$ cat src/rtl/dma_pkg.sv
// Shared definitions for the word-copy DMA engine: register map, CTRL bit
// positions, controller state encoding and bus access-size codes.
package dma_pkg;

  localparam logic [3:0] REG_SRC  = 4'h0;
  localparam logic [3:0] REG_DST  = 4'h4;
  localparam logic [3:0] REG_LEN  = 4'h8;
  localparam logic [3:0] REG_CTRL = 4'hC;

  // START (write) and BUSY (read) share bit 0 of CTRL
  localparam int CTRL_START  = 0;
  localparam int CTRL_BUSY   = 0;
  localparam int CTRL_IRQ_EN = 1;
  localparam int CTRL_DONE   = 2;

  typedef enum logic [1:0] {
    ST_IDLE = 2'd0,
    ST_RD   = 2'd1,
    ST_WR   = 2'd2,
    ST_FIN  = 2'd3
  } state_t;

  localparam logic [1:0] HB_BYTE = 2'b00;
  localparam logic [1:0] HB_HALF = 2'b01;
  localparam logic [1:0] HB_WORD = 2'b10;

endpackage

$ cat src/rtl/dma_engine_if.sv
// Bus bundle for the DMA engine: register responder port, memory initiator
// port and the interrupt line. The slave modport is the engine's own view.
interface dma_engine_if;

  logic        i_S_CE;
  logic        i_S_REQ;
  logic        i_S_WE;
  logic [3:0]  i_S_ADDR;
  logic [31:0] i_S_WDATA;
  logic [31:0] o_S_RDATA;
  logic        o_S_GNT;

  logic        o_M_REQ;
  logic        o_M_RE;
  logic        o_M_WE;
  logic [31:0] o_M_ADDR;
  logic [31:0] o_M_WDATA;
  logic [1:0]  o_M_HB;
  logic        i_M_GNT;
  logic [31:0] i_M_RDATA;

  logic        o_IRQ;

  modport slave (
    input  i_S_CE, i_S_REQ, i_S_WE, i_S_ADDR, i_S_WDATA,
    output o_S_RDATA, o_S_GNT,
    output o_M_REQ, o_M_RE, o_M_WE, o_M_ADDR, o_M_WDATA, o_M_HB,
    input  i_M_GNT, i_M_RDATA,
    output o_IRQ
  );

  modport master (
    output i_S_CE, i_S_REQ, i_S_WE, i_S_ADDR, i_S_WDATA,
    input  o_S_RDATA, o_S_GNT,
    input  o_M_REQ, o_M_RE, o_M_WE, o_M_ADDR, o_M_WDATA, o_M_HB,
    output i_M_GNT, i_M_RDATA,
    input  o_IRQ
  );

endinterface

$ cat src/rtl/dma_engine.sv
// Single-channel word-copy DMA: programmed through four registers, moves LEN
// words from SRC to DST one read/write pair at a time, flags DONE/IRQ at the end.
module dma_engine #(
  parameter int LEN_W = 16
) (
  input logic         i_CLK,
  input logic         i_RST,
  dma_engine_if.slave bus
);
  import dma_pkg::*;

  state_t state, state_nxt;

  logic [31:0]      src_reg, dst_reg;
  logic [LEN_W-1:0] len_reg;
  logic             irq_en, done;

  logic [31:0]      src_ptr, dst_ptr, data_buf;
  logic [LEN_W-1:0] count;

  logic             s_gnt;
  logic [31:0]      s_rdata, rd_mux;
  logic             req_hold;

  logic busy, s_acc, s_wr, ctrl_wr, start_cmd, m_req, m_acc, last_word;

  assign busy      = (state == ST_RD) || (state == ST_WR);
  // A request presented while the grant is still high is held off a cycle
  assign s_acc     = bus.i_S_CE & bus.i_S_REQ & ~s_gnt;
  assign s_wr      = s_acc & bus.i_S_WE;
  assign ctrl_wr   = s_wr && (bus.i_S_ADDR == REG_CTRL);
  assign start_cmd = ctrl_wr & bus.i_S_WDATA[CTRL_START];
  assign m_acc     = bus.i_M_GNT & m_req;
  assign last_word = (count == {{(LEN_W-1){1'b0}}, 1'b1});

  always_ff @(posedge i_CLK or posedge i_RST) begin
    if (i_RST) state <= ST_IDLE;
    else       state <= state_nxt;
  end

  always_comb begin
    state_nxt = state;
    case (state)
      ST_IDLE: if (start_cmd) state_nxt = (len_reg != '0) ? ST_RD : ST_FIN;
      ST_RD:   if (m_acc)     state_nxt = ST_WR;
      ST_WR:   if (m_acc)     state_nxt = last_word ? ST_FIN : ST_RD;
      ST_FIN:                 state_nxt = ST_IDLE;
      default:                state_nxt = ST_IDLE;
    endcase
  end

  // req_hold forces the mandatory idle cycle after each initiator grant
  always_comb begin
    m_req         = 1'b0;
    bus.o_M_RE    = 1'b0;
    bus.o_M_WE    = 1'b0;
    bus.o_M_ADDR  = '0;
    bus.o_M_WDATA = '0;
    case (state)
      ST_RD: begin
        m_req        = ~req_hold;
        bus.o_M_RE   = ~req_hold;
        bus.o_M_ADDR = src_ptr;
      end
      ST_WR: begin
        m_req         = ~req_hold;
        bus.o_M_WE    = ~req_hold;
        bus.o_M_ADDR  = dst_ptr;
        bus.o_M_WDATA = data_buf;
      end
      default: ;
    endcase
  end

  always_comb begin
    rd_mux = '0;
    case (bus.i_S_ADDR)
      REG_SRC:  rd_mux = src_reg;
      REG_DST:  rd_mux = dst_reg;
      REG_LEN:  rd_mux = 32'(len_reg);
      REG_CTRL: begin
        rd_mux[CTRL_BUSY]   = busy;
        rd_mux[CTRL_IRQ_EN] = irq_en;
        rd_mux[CTRL_DONE]   = done;
      end
      default: ;
    endcase
  end

  always_ff @(posedge i_CLK or posedge i_RST) begin
    if (i_RST) begin
      s_gnt   <= 1'b0;
      s_rdata <= '0;
    end else begin
      s_gnt <= s_acc;
      if (s_acc) s_rdata <= rd_mux;
    end
  end

  always_ff @(posedge i_CLK or posedge i_RST) begin
    if (i_RST) begin
      src_reg  <= '0;
      dst_reg  <= '0;
      len_reg  <= '0;
      irq_en   <= 1'b0;
      done     <= 1'b0;
      src_ptr  <= '0;
      dst_ptr  <= '0;
      count    <= '0;
      data_buf <= '0;
      req_hold <= 1'b0;
    end else begin
      req_hold <= m_acc;
      if (s_wr && !busy) begin
        case (bus.i_S_ADDR)
          REG_SRC: src_reg <= bus.i_S_WDATA;
          REG_DST: dst_reg <= bus.i_S_WDATA;
          REG_LEN: len_reg <= bus.i_S_WDATA[LEN_W-1:0];
          default: ;
        endcase
      end
      if (ctrl_wr) irq_en <= bus.i_S_WDATA[CTRL_IRQ_EN];
      // Completion wins over a simultaneous write-1-to-clear
      if (state == ST_FIN)                             done <= 1'b1;
      else if (ctrl_wr && bus.i_S_WDATA[CTRL_DONE])    done <= 1'b0;
      if (state == ST_IDLE && start_cmd && len_reg != '0) begin
        src_ptr <= src_reg;
        dst_ptr <= dst_reg;
        count   <= len_reg;
      end
      if (state == ST_RD && m_acc) data_buf <= bus.i_M_RDATA;
      if (state == ST_WR && m_acc) begin
        src_ptr <= src_ptr + 32'd4;
        dst_ptr <= dst_ptr + 32'd4;
        count   <= count - 1'b1;
      end
    end
  end

  assign bus.o_S_GNT   = s_gnt;
  assign bus.o_S_RDATA = s_rdata;
  assign bus.o_M_REQ   = m_req;
  assign bus.o_M_HB    = HB_WORD;
  assign bus.o_IRQ     = done & irq_en;

endmodule

$ cat src/flat_wrapper.sv
// flat-port wrapper written by rule: the top's interface ports become plain ports
module dma_engine_flat import dma_pkg::*;
#(
  parameter int LEN_W = 16
)
  (i_CLK, i_RST, bus_i_S_CE, bus_i_S_REQ, bus_i_S_WE, bus_i_S_ADDR, bus_i_S_WDATA, bus_o_S_RDATA, bus_o_S_GNT, bus_o_M_REQ, bus_o_M_RE, bus_o_M_WE, bus_o_M_ADDR, bus_o_M_WDATA, bus_o_M_HB, bus_i_M_GNT, bus_i_M_RDATA, bus_o_IRQ);
  dma_engine_if bus_i ();
  input logic i_CLK;
  input logic i_RST;
  input wire logic [$bits(bus_i.i_S_CE)-1:0] bus_i_S_CE;
  input wire logic [$bits(bus_i.i_S_REQ)-1:0] bus_i_S_REQ;
  input wire logic [$bits(bus_i.i_S_WE)-1:0] bus_i_S_WE;
  input wire logic [$bits(bus_i.i_S_ADDR)-1:0] bus_i_S_ADDR;
  input wire logic [$bits(bus_i.i_S_WDATA)-1:0] bus_i_S_WDATA;
  output wire logic [$bits(bus_i.o_S_RDATA)-1:0] bus_o_S_RDATA;
  output wire logic [$bits(bus_i.o_S_GNT)-1:0] bus_o_S_GNT;
  output wire logic [$bits(bus_i.o_M_REQ)-1:0] bus_o_M_REQ;
  output wire logic [$bits(bus_i.o_M_RE)-1:0] bus_o_M_RE;
  output wire logic [$bits(bus_i.o_M_WE)-1:0] bus_o_M_WE;
  output wire logic [$bits(bus_i.o_M_ADDR)-1:0] bus_o_M_ADDR;
  output wire logic [$bits(bus_i.o_M_WDATA)-1:0] bus_o_M_WDATA;
  output wire logic [$bits(bus_i.o_M_HB)-1:0] bus_o_M_HB;
  input wire logic [$bits(bus_i.i_M_GNT)-1:0] bus_i_M_GNT;
  input wire logic [$bits(bus_i.i_M_RDATA)-1:0] bus_i_M_RDATA;
  output wire logic [$bits(bus_i.o_IRQ)-1:0] bus_o_IRQ;
  assign bus_i.i_S_CE = bus_i_S_CE;
  assign bus_i.i_S_REQ = bus_i_S_REQ;
  assign bus_i.i_S_WE = bus_i_S_WE;
  assign bus_i.i_S_ADDR = bus_i_S_ADDR;
  assign bus_i.i_S_WDATA = bus_i_S_WDATA;
  assign bus_o_S_RDATA = bus_i.o_S_RDATA;
  assign bus_o_S_GNT = bus_i.o_S_GNT;
  assign bus_o_M_REQ = bus_i.o_M_REQ;
  assign bus_o_M_RE = bus_i.o_M_RE;
  assign bus_o_M_WE = bus_i.o_M_WE;
  assign bus_o_M_ADDR = bus_i.o_M_ADDR;
  assign bus_o_M_WDATA = bus_i.o_M_WDATA;
  assign bus_o_M_HB = bus_i.o_M_HB;
  assign bus_i.i_M_GNT = bus_i_M_GNT;
  assign bus_i.i_M_RDATA = bus_i_M_RDATA;
  assign bus_o_IRQ = bus_i.o_IRQ;
  dma_engine #(.LEN_W(LEN_W)) u_core (.i_CLK(i_CLK), .i_RST(i_RST), .bus(bus_i));
endmodule
$ cat config.mk
export PLATFORM = sky130hd
export DESIGN_NAME = dma_engine_flat
export DESIGN_NICKNAME = d
export VERILOG_FILES = /design/src/rtl/dma_pkg.sv /design/src/rtl/dma_engine_if.sv /design/src/rtl/dma_engine.sv /design/src/flat_wrapper.sv
export SDC_FILE = /design/constraint.sdc
export NUM_CORES = 1
export LEC_CHECK = 0
export ABC_AREA = 1
export CAP_MARGIN = 20
export CORE_AREA = 3 3 184 186
export CTS_BUF_LIST = sky130_fd_sc_hd__clkbuf_4 sky130_fd_sc_hd__clkbuf_8 sky130_fd_sc_hd__clkbuf_16
export DETAILED_ROUTE_END_ITERATION = 12
export DIE_AREA = 0 0 187 189
export GPL_TIMING_DRIVEN = 0
export PLACE_DENSITY_LB_ADDON = 0.12
export SYNTH_ARGS = -nofsm -noshare
export SYNTH_HDL_FRONTEND = slang
export SYNTH_SLANG_ARGS = --single-unit
$ cat constraint.sdc
create_clock -name i_CLK -period 14.48 [get_ports i_CLK]
set_input_delay 2.896 -clock i_CLK [delete_from_list [all_inputs] [get_ports i_CLK]]
set_output_delay 2.896 -clock i_CLK [all_outputs]
set_load 0.005 [all_outputs]
# Word level (Yosys, flattened, before mapping)
# Index checks and enable logic that the tools add are counted.
# totals
output_inout_bits	103
word_cells	74
inputBits	74
reg_bits	230
# classes
bitwise	8
addsub	3
n_eq_ne	10
reduce_logical	19
muxes	21
# op_table
cell	n
32-bit two-way mux	5
29-bit one-hot mux with 3 select lines	1
32-bit by 3-bit adder with 32-bit output, second input constant	2
32-bit one-hot mux with 2 select lines	1
16-bit two-way mux	2
16-bit by 1-bit == test with 1-bit output, second input constant	1
16-bit nonzero test	1
16-bit by 1-bit subtractor with 16-bit output, second input constant	1
3-bit one-hot mux with 4 select lines	1
2-bit two-way mux	5
4-bit == test, second input constant	2
2-bit one-hot mux with 4 select lines	1
1-bit logical AND	7
1-bit bitwise AND	6
2-bit by 1-bit inequality test with 1-bit output, second input constant	3
2-bit AND reduction	3
1-bit two-way mux	5
2-bit == test, second input constant	2
4-bit by 3-bit == test with 1-bit output, second input constant	1
4-bit logical NOT	1
2-bit nonzero test	2
3-bit AND reduction	1
2-bit by 1-bit == test with 1-bit output, second input constant	1
2-bit logical NOT	1
other kinds (4)	5

# Depth between registers and ports, before layout
# Gate-level depths: netlist of the first run.
# depth
word_depth	9
depth_mapped	11

# Least setup slack after synthesis of the first run
# Ideal clock, no wire load.
# synth_timing
kind	register to output
start	register u_core.state[0]
end	output port bus_o_M_ADDR[12]
required_ns	11.584
path_slack_ns	10.130
t_arrival_ns	1.454
stages_incl_launch_ff	7
path_cell_list	dfrtp_1 > inv_1 > ha_1 > clkbuf_1 > buf_1 > nand2_1 > a21oi_1
# synth_via
elab_chain_cells	2
# synth_lines
item	line_no	source
start: declaration	dma_engine.sv:12	state_t state, state_nxt;
start signal: assignment	dma_engine.sv:38	else state <= state_nxt;
2-bit == test or 2-bit by 1-bit == test with 1-bit output (tied branches)	dma_engine.sv:59	case (state)
32-bit one-hot mux with 2 select lines (*)	dma_engine.sv:59	
end: declaration	flat_wrapper.sv:20	output wire logic [$bits(bus_i.o_M_ADDR)-1:0] bus_o_M_ADDR;
# Every way passes the cells marked *; elsewhere a longest branch is shown, timed or not.

# Worst setup path after layout of the first run
# layout_timing
start	register u_core.state[0]
end	output port bus_o_M_ADDR[19]
# The elaborated chain is that of the path after synthesis.

==> results of run 1 <==
==> area by class of cell <==
| class | instances | area, sq um |
|---|---|---|
| inverters | 154 | 585.6 |
| well taps | 442 | 553.0 |
| clock buffers | 40 | 845.8 |
| multi-input cells | 1344 | 6132 |
| plain buffers | 84 | 391.6 |
| fillers | 3277 | 16270 |
| repair buffers | 176 | 1797 |
| flip-flops and latches | 230 | 5756 |
| clock inverters | 11 | 123.9 |
==> cells by family after synthesis <==
family                     after synthesis
other                                    2
muxes                                   32
buffers and inverters                  238
adders and majority gates                8
xor gates and xnor gates                16
and+or+nand+nor                       1105
DFF                                    230
AOI/OAI and AO/OA                      181
==> cells in the mapped netlist, types with 5 or more instances <==
cell type  instances
nand2_1          740
dfrtp_1          230
nand3_1          179
inv_1            151
nor2_1           135
o21ai_0          117
a21oi_1           42
clkbuf_1          42
mux2_2            31
buf_2             22
nand3b_1          18
a22o_1            16
nand4_1           11
xnor2_1           10
buf_1              9
buf_4              9
ha_1               8
nor2_2             8
xor2_1             6
nand2_2            5
==> metrics by stage <==
stage,power (W),std cells,setup slack [ns],util (%)
final,0.002377,2481,8.269,49.87
after global routing,0.002512,2481,8.089,49.87
after CTS,0.002378,2481,8.293,49.87
after detailed placement,0.001639,2430,8.871,46.88
after global placement,0.001622,2428,1.800,46.69
after floorplan,0.001311,1812,5.279,-
==> report_power, final <==
group / internal, W / switching [W]
Sequential: 0.000782 / 0.000150
Combinational: 0.000280 / 0.000428
Clock: 0.000443 / 0.000294
==> worst max-delay path, cell delays in order (launching register included) <==
cell and delay, ns:
dfrtp_1 0.42, inv_1 0.10, ha_1 0.24, clkbuf_1 0.57, buf_1 0.49, nand2_1 0.14, a21oi_1 0.25, clkdlybuf4s50_1 0.55
==> layer usage <==
metal	GRT usage [%]	vias to the layer above	part of all wire (%)
li1	-	6171	-
met1	37.85	6103	46
met4	6.194	0	2.2
met2	38.44	497	43
met3	6.184	61	9.2
met5	0	-	0
==> path summary, 6_finish.rpt <==
| path | startpoint | slack (ns) | end |
|---|---|---|---|
| max reg2reg | u_core.state[0] | 11.86 | u_core.src_ptr[17] |
| max | u_core.state[0] | 8.27 | bus_o_M_ADDR[19] |
| min reg2reg | u_core.bus.o_S_RDATA[26] | 0.48 | u_core.bus.o_S_RDATA[26] |
| min | u_core.bus.o_S_RDATA[26] | 0.48 | u_core.bus.o_S_RDATA[26] |
| min in group asynchronous | i_RST | 2.82 | u_core.data_buf[17] |
| max in group asynchronous | i_RST | 10.84 | u_core.src_ptr[6] |
==> reports/metrics.cfg, run 1 <==
[worst_setup_path]
r2r_cells=7
end_kind=primary output
start_kind=register
critPathArrivalTime_ns=3.31
worstPathRequired_ns=11.58
cp_max_fo=10
critPathKind=register to primary output

[sta]
timing_hold_violations_final=0
final.min_clock_period_ns=6.211
period_share_pct=42.89
hold_ws_ns=0.4807
worst_pin_slew_ns=0.7100
slew_headroom_pct=52.66
fin_setup_tns_ns=0
finalSetupViolCount=0
rsz0062_at_grt=no
max_freq_ghz=0.1610
finalMaxSlewViolations=0
fin_worst_skew_ns=0.01484

[min_path]
hold_class=register to register
hold_depth=2

[status]
status=finished, final reports clean

[final_layout]
layout.nets=2100
final_common_cell=nand2_1
syn2layout_area_growth_pct=25.88
fin_area_sq_mm=0.01618
layout-drive-gt1-share_pct=6.768
mostFrequentLayoutCells=740 x nand2_1, 230 x dfrtp_1, 179 x nand3_1
n_antenna_cell=0

[global_routing]
grt_pass1_vias=12294
antenna_found_initial=0
grt_usage_pct=25.77
grt_max_degree=83
overflow=0
grt_pass1_wl_mm=71.74

[floorplan]
num_io_pins=177
core_region_area_sq_mm=0.03245
initial_core_util_pct=39.62
row_count=66
dieArea_sq_mm=0.03534
die_w_um=187
die_y_um=189

[synth]
synth_top_area_share_pct=44.76
synth_compound_area_share_pct=7.678
synth_cells=1812
ys_seq_area_share_pct=44.76
synth_area_leaders=dfrtp_1 45%, nand2_1 22%, nand3_1 7.0%
synth-seq-cells=230
yosys_warnings=0
syn_area_sq_mm=0.01286
synthArstFlopShare_pct=100.0
yosys.area_share.adder_pct=0.7785
synth-edff-count=0
synth_ff_type=dfrtp_1
yosys.area_share.simple_pct=35.29
netlist.top_cell.by_area=dfrtp_1
synthMuxAreaShare_pct=2.803
postSynthAreaPerCell_sq_um=7.096
syn_nets=1894
post_synth_num_cell_types=34
synth_top_family_by_area=simple AND/OR/NAND/NOR gates
yosys.area_share.xor_xnor_pct=1.090

[pwr]
p_leak_nw=7.678
irDropWorstVdd_mv=0.08833
powerDensity_mw_per_mm2=146.9

[route]
drt-total-wl_mm=46.35
dr.pass1.iters=6
antenna_left=0
routedWlPerCell_um=18.68
route.detailed.drc=0
via_count=12832
drt_first_iter_violations=1282
drt-vias-per-instance=5.172

[placed_design]
hpwlAfterDp_mm=35.44
placed_area_sq_mm=0.01521
place_congestion=0.9398
io_buffers=174

[clock_network]
cts_tree=yes
cts_sinks=230
ctsResizeCount=0
htreeDepth=1
cts_hold_buf=0
clock_latency_ns=0.54
cts_post_setup_buffers_inserted=0
clk_pin_slew_ns=0.06
clockBufferDepth=3
numCtsBuffers=28
cts-root-buf=clkbuf_16

[flow_run]
maxCapViolations=0

Note: power is estimated with default switching activity, not from simulation.
==> inputs of run 2 (changes only) <==
==> constraint.sdc (replaced) <==
create_clock -name i_CLK -period 5.84 [get_ports i_CLK]
set_input_delay 1.168 -clock i_CLK [delete_from_list [all_inputs] [get_ports i_CLK]]
set_output_delay 1.168 -clock i_CLK [all_outputs]
set_load 0.005 [all_outputs]
==> run 2 against run 1 <==
First-iteration DRC count is 9.8% higher. Flip-flop and latch count unchanged. Utilization is 0.16 points higher. Sequential power rose by 150%. Non-clock buffer count increased by 5. Via count barely moved. Power increased by 150%.
==> reports/metrics.cfg, run 2 (synthesized netlist as in run 1, its figures left out) <==
[status]
status=finished, final reports clean

[clock_network]
cts_hold_buf=0  ; unchanged
htreeDepth=1  ; unchanged
cts_sinks=230  ; unchanged
clock_latency_ns=0.53  ; about the same
clockBufferDepth=3  ; unchanged
cts_tree=yes
numCtsBuffers=27  ; -3.6%
cts_post_setup_buffers_inserted=0  ; unchanged
cts-root-buf=clkbuf_16
clk_pin_slew_ns=0.06  ; about the same
ctsResizeCount=0  ; unchanged

[global_routing]
antenna_found_initial=0  ; unchanged
grt_pass1_wl_mm=72.59  ; +1.2%
grt_max_degree=41  ; -51%
overflow=0  ; unchanged
grt_pass1_vias=12273  ; -0.17%
grt_usage_pct=26.04  ; +0.27 points

[final_layout]
register_area_sq_mm=0.005756  ; unchanged
final_common_cell=nand2_1
layout.nets=2104  ; +0.19%
multi_input_area_sq_mm=0.006132  ; unchanged
n_antenna_cell=0  ; unchanged
syn2layout_area_growth_pct=26.28
fillCellCount=3276  ; -0.031%
mostFrequentLayoutCells=740 x nand2_1, 230 x dfrtp_1, 179 x nand3_1
final_cells=2483  ; +0.081%
layout-drive-gt1-share_pct=6.859  ; +0.091 points

[floorplan]
initial_core_util_pct=39.62  ; unchanged
core_region_area_sq_mm=0.03245  ; unchanged
num_io_pins=177  ; unchanged
die_w_um=187  ; unchanged
row_count=66  ; unchanged
dieArea_sq_mm=0.03534  ; unchanged
die_y_um=189  ; unchanged

[sta]
finalSetupViolCount=0  ; unchanged
finalMaxSlewViolations=0  ; unchanged
fin_ws_ns=1.243  ; -7.026 ns
final.min_clock_period_ns=4.597
max_freq_ghz=0.2175
worst_pin_slew_ns=0.8052  ; +0.09520 ns
timing_hold_violations_final=0  ; unchanged
slew_headroom_pct=46.32  ; -6.3 points
period_share_pct=78.71
fin_worst_skew_ns=0.01176  ; -0.003085 ns
rsz0062_at_grt=no

[worst_setup_path]
critPathKind=register to primary output
crit_chain=inv_1 > ha_1 > clkbuf_1 > buf_1 > nand2_1 > a21oi_1 > clkdlybuf4s50_1
timing.rr.start=u_core.state[0]
r2r-end=u_core.src_ptr[17]
worstPathRequired_ns=4.67  ; -6.91 ns
max_stage_delay_ns=0.64  ; +0.07 ns
start_kind=register
cp_max_fo=10  ; unchanged
end_kind=primary output
rrSetupSlack_ns=3.33  ; -8.53 ns
critPathArrivalTime_ns=3.43  ; +0.12 ns
cpMaxStageDelayCell=clkbuf_1
r2r_cells=7  ; unchanged

[placed_design]
place_inst=2435  ; +0.21%
dpl_worst_slack_ns=1.857  ; -7.014 ns
io_buffers=174  ; unchanged
place_congestion=0.9803  ; +4.3%
hpwlAfterDp_mm=35.82  ; +1.1%

[min_path]
hold_path_end=u_core.bus.o_S_RDATA[14]
hold_depth=2  ; unchanged
hold_class=register to register
worstHoldStart=u_core.bus.o_S_RDATA[14]

[pwr]
irDropWorstVdd_mv=0.2172  ; +150%
powerDensity_mw_per_mm2=361.6  ; +150%
p_leak_nw=7.688  ; +0.14%

[route]
drt_first_iter_violations=1408  ; +9.8%
route.detailed.drc=0  ; unchanged
drt-total-wl_mm=46.78  ; +0.91%
routedWlPerCell_um=18.84  ; +0.83%
via_count=12830  ; -0.016%
drt-vias-per-instance=5.167  ; about the same
dr.pass1.iters=6  ; unchanged
antenna_left=0  ; unchanged

[flow_run]
maxCapViolations=0  ; unchanged

## run 2: worst max-delay path by stage
stage	depth (start not counted)	endpoint	slack, ns	startpoint
2_1_floorplan	1	u_core.bus.o_S_GNT	1.66	i_RST
3_3_place_gp	2	u_core.dst_ptr[5]	-0.33	i_RST
3_5_place_dp	7	bus_o_M_ADDR[2]	1.86	u_core.state[0]
4_1_cts	7	bus_o_M_ADDR[2]	1.28	u_core.state[0]
5_1_grt	7	bus_o_M_ADDR[2]	1.05	u_core.state[0]
6_report	7	bus_o_M_ADDR[2]	1.24	u_core.state[0]
## run 2: layer usage
| layer | global-route usage, % | wire (um) |
|---|---|---|
| met2 | 39.15 | 20130 |
| met1 | 39.64 | 21940 |
| met4 | 5.816 | 932 |
| met5 | 0 | 0 |
| met3 | 3.944 | 3772 |
## run 2: power by group
group          internal [W]  switching (W)  leakage [nW]
combinational      0.000700        0.00107          4.16
sequential          0.00194       0.000377          3.07
clock               0.00108       0.000707         0.455
## run 2: cell type report
type	count	area share, %
plain buffers	84	2.412
repair buffers	181	11.64
well taps	442	3.406
clock inverters	14	1.148
multi-input cells	1344	37.77
inverters	154	3.583
clock buffers	34	4.600
flip-flops and latches	230	35.45
## run 2: through the flow
step	total power [W]	utilization, %	hold slack, ns	area, sq um	setup TNS [ns]
floorplan	0.003252	-	0.4417	12860	0
global placement	0.004032	46.70	0.4603	15160	-67.65
detailed placement	0.004076	47.15	0.4643	15300	0
CTS	0.005884	50.03	0.4822	16240	0
global route	0.006205	50.03	0.5068	16240	0
finish	0.005871	50.03	0.4806	16240	0
## run 2: critical path, delay by kind of cell (launching register included)
family / cells / cell delay [ns]
buf+inv: 4 / 1.88
flops: 1 / 0.41
compound gates: 1 / 0.25
fa+ha+maj: 1 / 0.24
simple gates: 1 / 0.11
==> inputs of run 3 (changes only) <==
==> constraint.sdc (replaced) <==
create_clock -name i_CLK -period 3.7 [get_ports i_CLK]
set_input_delay 0.74 -clock i_CLK [delete_from_list [all_inputs] [get_ports i_CLK]]
set_output_delay 0.74 -clock i_CLK [all_outputs]
set_load 0.005 [all_outputs]
==> run 3 against run 2 <==
Power grew 58%. Global-route usage unchanged. Largest cell class unchanged. Non-clock buffer count is the same. Final area about the same. First-iteration DRC count rose by 3.1%. Cell count is the same. Critical endpoint is now bus_o_M_ADDR[17]. Worst setup slack lost 1.2 ns. Flip-flop and latch count is the same. Highest routed layer unchanged. Utilization barely moved. Sequential power rose by 57%. Critical path depth did not move. Clock power grew 58%.
==> reports/metrics.cfg, run 3 (synthesized netlist as in run 1, its figures left out) <==
[status]
status=finished, final reports clean

[placed_design]
dpl_worst_slack_ns=0.1451  ; -1.712 ns
io_buffers=174  ; unchanged
place_inst=2435  ; unchanged
hpwlAfterDp_mm=35.82  ; unchanged
place_congestion=0.9803  ; unchanged

[pwr]
p_seq_share_pct=39.3  ; about the same
switching_share_pct=36.59  ; about the same
powerDensity_mw_per_mm2=571.4  ; +58%
combPwrFrac_pct=30.2  ; about the same
clkPwrFrac_pct=30.5  ; about the same
p_int_w=0.005887  ; +58%
p_leak_nw=7.712  ; +0.31%
p_switching_w=0.003398  ; +58%
irDropWorstVdd_mv=0.3430  ; +58%

[floorplan]
core_region_area_sq_mm=0.03245  ; unchanged
num_io_pins=177  ; unchanged
die_w_um=187  ; unchanged
initial_core_util_pct=39.62  ; unchanged
dieArea_sq_mm=0.03534  ; unchanged
die_y_um=189  ; unchanged
row_count=66  ; unchanged

[final_layout]
layout.nets=2104  ; unchanged
syn2layout_area_growth_pct=26.39  ; about the same
final_common_cell=nand2_1
layout-drive-gt1-share_pct=7.202  ; +0.34 points
mostFrequentLayoutCells=740 x nand2_1, 230 x dfrtp_1, 179 x nand3_1
final_cells=2483  ; unchanged
final_util_pct=50.07  ; about the same
n_antenna_cell=0  ; unchanged

[sta]
hold_ws_ns=0.4805  ; -0.00005900 ns
fin_ws_ns=0.09054  ; -1.153 ns
finalSetupViolCount=0  ; unchanged
rsz0062_at_grt=no
period_share_pct=97.55
slew_headroom_pct=50.53  ; +4.2 points
final.min_clock_period_ns=3.609
finalMaxSlewViolations=0  ; unchanged
worst_pin_slew_ns=0.7420  ; -0.06323 ns
fin_setup_tns_ns=0  ; unchanged
fin_worst_skew_ns=0.007736  ; -0.004020 ns
max_freq_ghz=0.2771
timing_hold_violations_final=0  ; unchanged

[clock_network]
clock_latency_ns=0.53  ; about the same
cts-root-buf=clkbuf_16
cts_sinks=230  ; unchanged
cts_hold_buf=0  ; unchanged
clk_pin_slew_ns=0.06  ; about the same
htreeDepth=1  ; unchanged
clockBufferDepth=3  ; unchanged
cts_post_setup_buffers_inserted=0  ; unchanged
cts_tree=yes
numCtsBuffers=27  ; unchanged

[route]
drt-vias-per-instance=5.185  ; +0.34%
route.detailed.drc=0  ; unchanged
drt-total-wl_mm=46.73  ; about the same
via_count=12874  ; +0.34%
antenna_left=0  ; unchanged
routedWlPerCell_um=18.82  ; about the same
drt_first_iter_violations=1451  ; +3.1%
dr.pass1.iters=5  ; -1

[flow_run]
maxCapViolations=0  ; unchanged

[global_routing]
overflow=0  ; unchanged
grt_pass1_vias=12273  ; unchanged
grt_pass1_wl_mm=72.59  ; unchanged
grt_usage_pct=26.04  ; unchanged
antenna_found_initial=0  ; unchanged
grt_max_degree=41  ; unchanged

[worst_setup_path]
cpMaxStageDelayCell=clkdlybuf4s50_1
max_stage_delay_ns=0.57  ; -0.07 ns
start_kind=register
cp_max_fo=10  ; unchanged
worstPathRequired_ns=2.96  ; -1.71 ns
crit_buf_inv=4  ; unchanged
critPathKind=register to primary output
critPathArrivalTime_ns=2.87  ; -0.56 ns
cp_top_family=buffers and inverters
end_kind=primary output
crit_chain=inv_1 > ha_1 > clkbuf_1 > clkbuf_2 > nand2_1 > a21oi_1 > clkdlybuf4s50_1

[min_path]
hold_class=register to register

run 3: cell counts in the layout (fill, tap and decap cells not counted):
No cell type changed its count.
run 3: path summary, 6_finish.rpt:
path | startpoint | end | slack [ns] | cells past startpoint
hold reg to reg | u_core.bus.o_S_RDATA[14] | u_core.bus.o_S_RDATA[14] | 0.48 | 2
hold / removal | u_core.bus.o_S_RDATA[14] | u_core.bus.o_S_RDATA[14] | 0.48 | 2
setup reg to reg | u_core.state[0] | u_core.src_ptr[17] | 1.19 | 7
min in group asynchronous | i_RST | u_core.data_buf[17] | 0.62 | 2
setup / recovery | u_core.state[1] | bus_o_M_ADDR[17] | 0.09 | 7
max in group asynchronous | i_RST | u_core.dst_ptr[5] | 1.97 | 5
run 3: stage by stage:
step,area (sq um),total power (W)
CTS,16240,0.009290
global placement,15160,0.006365
global route,16250,0.009807
detailed placement,15300,0.006434
finish,16250,0.009285
floorplan,12860,0.005133
run 3: cell type report:
type                    count  area (sq um)
plain buffers              84         405.4
clock buffers              34         747.0
clock inverters            14         186.4
fillers                  3273         16200
inverters                 154         581.8
multi-input cells        1344          6132
flip-flops and latches    230          5756
well taps                 442         553.0
repair buffers            181          1889
run 3: layer usage:
| layer | GRT usage [%] | up-vias | wire (um) |
|---|---|---|---|
| met5 | 0 | - | 0 |
| met4 | 5.816 | 0 | 939 |
| met3 | 3.944 | 65 | 3773 |
| met2 | 39.15 | 517 | 20030 |
| met1 | 39.64 | 6132 | 21990 |
| li1 | - | 6160 | - |
run 3: power by group through the flow:
stage / registers [W] / clock network (W) / logic [W]
2_1_floorplan: 0.00345 / 0 / 0.00168
3_3_place_gp: 0.00366 / 0 / 0.00270
3_5_place_dp: 0.00367 / 0 / 0.00276
4_1_cts: 0.00364 / 0.00288 / 0.00278
5_1_grt: 0.00373 / 0.00297 / 0.00311
6_report: 0.00365 / 0.00283 / 0.00280
run 3: timing repair:
action | CTS | global route
endpoints found under the setup margin | 50 | 47
gates cloned | 0 | 0
resized for setup | 3 | 12
run 3: worst min-delay path: cells and delay by family, from the launching register on:
kind / cells / cell delay [ns]
flops: 1 / 0.34
simple gates: 2 / 0.11
==> patch, RTL diff (config.mk and constraints of run 3) <==
`LEN_W` is set to 16 in 2 places; all go to 32.
--- a/src/rtl/dma_engine.sv
+++ b/src/rtl/dma_engine.sv
@@ -1,7 +1,7 @@
 // Single-channel word-copy DMA: programmed through four registers, moves LEN
 // words from SRC to DST one read/write pair at a time, flags DONE/IRQ at the end.
 module dma_engine #(
-  parameter int LEN_W = 16
+  parameter int LEN_W = 32
 ) (
   input logic         i_CLK,
   input logic         i_RST,
--- a/src/flat_wrapper.sv
+++ b/src/flat_wrapper.sv
@@ -1,7 +1,7 @@
 // flat-port wrapper written by rule: the top's interface ports become plain ports
 module dma_engine_flat import dma_pkg::*;
 #(
-  parameter int LEN_W = 16
+  parameter int LEN_W = 32
 )
   (i_CLK, i_RST, bus_i_S_CE, bus_i_S_REQ, bus_i_S_WE, bus_i_S_ADDR, bus_i_S_WDATA, bus_o_S_RDATA, bus_o_S_GNT, bus_o_M_REQ, bus_o_M_RE, bus_o_M_WE, bus_o_M_ADDR, bus_o_M_WDATA, bus_o_M_HB, bus_i_M_GNT, bus_i_M_RDATA, bus_o_IRQ);
   dma_engine_if bus_i ();
Function: changed (a bounded check fails within 4 cycles, from zero or initial values and one cycle with i_RST high).
==> patch against run 3 <==
Power grew 7.5%. Sequential cell count is 32 higher. Via count grew 17%. Non-clock buffer count is 25 higher. Final area is 12% higher. Wire length grew 16%. Setup slack improved by 25 ps. Synthesized area increased by 15%. Critical endpoint is now bus_o_M_ADDR[15].
==> patch: results (changes against run 3) <==
- Status: completed
- Number of buffers created by CTS: 30 (+11%)
- Post-synthesis cell type count: 38 (+12%)
- PostCTS Resize Cnt: 5 (+2)
- Clock root buffer: clkbuf_16
- Crit path arrival time: 2840 ps (-30 ps)
- Commonest cells in the netlist: nand2_1 (658), dfrtp_1 (262), nand3_1 (243)
- Syn_nets: 2137 (+13%)
- Gpl congestion: 1.00 (+2.4%)
- Largest net degree at the start of global routing: 42 (+2.4%)
- Worst R2R Setup Slack: 820 ps (-370 ps)
- Total Routing Usage GR: 30.5% (+4.5 points)
- Sequential-to-total area share from yosys stat: 44.4% (-0.37 points)
- Slew at the pin with the worst max-slew slack: 781 ps (+39.0 ps)
- Worst vdd ir: 0.416 mV (+21%)
- Routed wire length: 54300 um (+16%)
- Iter 0 DRT Violations: 1637 (+13%)
- Worst Hold End: u_core.data_buf[13]$_DFFE_PP0P_
- End of the worst register-to-register path: u_core.src_ptr[12]$_DFFE_PP0P_
- Hold Crit Depth: 1 (-1)
- Worst Hold Launch: u_core.data_buf[13]$_DFFE_PP0P_
- Layout Nets: 2349 (+12%)
- Global-route wire length before repair: 84700 um (+17%)
- Synth top area cells: dfrtp_1 (44%), nand2_1 (17%), nand3_1 (8.2%)
- Number of antenna violations at the first check in global routing: 1 (+1)
- Syn avg cell area: 7.19 um2 (+1.3%)
- Reg2reg path depth: 11 (+4)
- Vias post-DR: 15.1k (+17%)
- Layout cells sized above 1: 5.69% (-1.5 points)
- Post-Route Skew: 22.2 ps (+14.5 ps)
- Worst slack at placement: 291 ps (+146 ps)
- Clk Latency, worst-skew pair: 570 ps (+40 ps)
- Leak Pwr: 8.50 nW (+10%)
- HPWL after DPL: 42300 um (+18%)
- Vias in the first global route: 14.3k (+17%)
-- patch: layer usage --
metal | global-route usage (%) | part of all wire, % | vias up
met2 | 48.4 | 44 | 745
met5 | 0 | 0.024 | -
li1 | - | - | 7092
met1 | 42.0 | 43 | 7128
met4 | 10.8 | 4.1 | 2
met3 | 5.78 | 8.9 | 135
-- patch: area by class of cell --
class	count	area (um2)
Fill cell	3100	14200
Multi-Input combinational cell	1504	7060
Sequential cell	262	6560
Timing Repair Buffer	181	1880
Clock buffer	43	916
Inverter	179	676
Tap cell	442	553
Buffer	109	493
Clock inverter	8	118
-- patch: power breakdown --
group          total (mW)  internal [mW]  switching, mW
clock network        3.11           1.91           1.20
logic                2.88           1.08           1.80
registers            4.00           3.40          0.594
-- patch: metrics by stage --
step / cell area [um2] / hold WS [ps]
final: 18300 / 483
after global routing: 18300 / 495
after CTS: 18200 / 488
after detailed placement: 17200 / 465
after global placement: 17100 / 466
after floorplan: 14800 / 453
-- patch: kinds of logic (layout without fill, tap and decap cells) --
family	Yosys count	in the layout	share of synthesized area (%)
muxes	32	32	2.44
buffers and inverters	289	520	7.85
xor gates and xnor gates	26	26	1.54
AOI/OAI and AO/OA	213	213	7.30
and+or+nand+nor	1223	1223	35.7
adders and majority gates	8	8	0.678
DFF	262	262	44.4
other	2	2	0.0509
-- patch: worst max path at each step --
stage	startpoint	slack [ps]	end	cells after the start
floorplan	i_RST	-500	u_core.bus.o_S_GNT$_DFF_PP0_	1
global placement	i_RST	-2590	u_core.bus.o_S_RDATA[21]$_DFFE_PP0N_	2
detailed placement	u_core.state[0]$_DFFE_PP0P_	290	bus_o_M_ADDR[23]	7
CTS	u_core.state[1]$_DFFE_PP0P_	50	bus_o_M_ADDR[29]	7
global route	u_core.state[0]$_DFFE_PP0P_	3	bus_o_M_ADDR[20]	6
finish	u_core.state[0]$_DFFE_PP0P_	120	bus_o_M_ADDR[15]	7
-- patch: worst register-to-register path: stages (launching register included) --
cell      delay, ps
dfrtp_1         390
inv_1            90
ha_1            370
inv_2           270
nor2_2           80
nand2_1         190
nor2_1           90
inv_2           120
buf_2           310
clkbuf_1        410
nand4_1         320
nand3_1         170
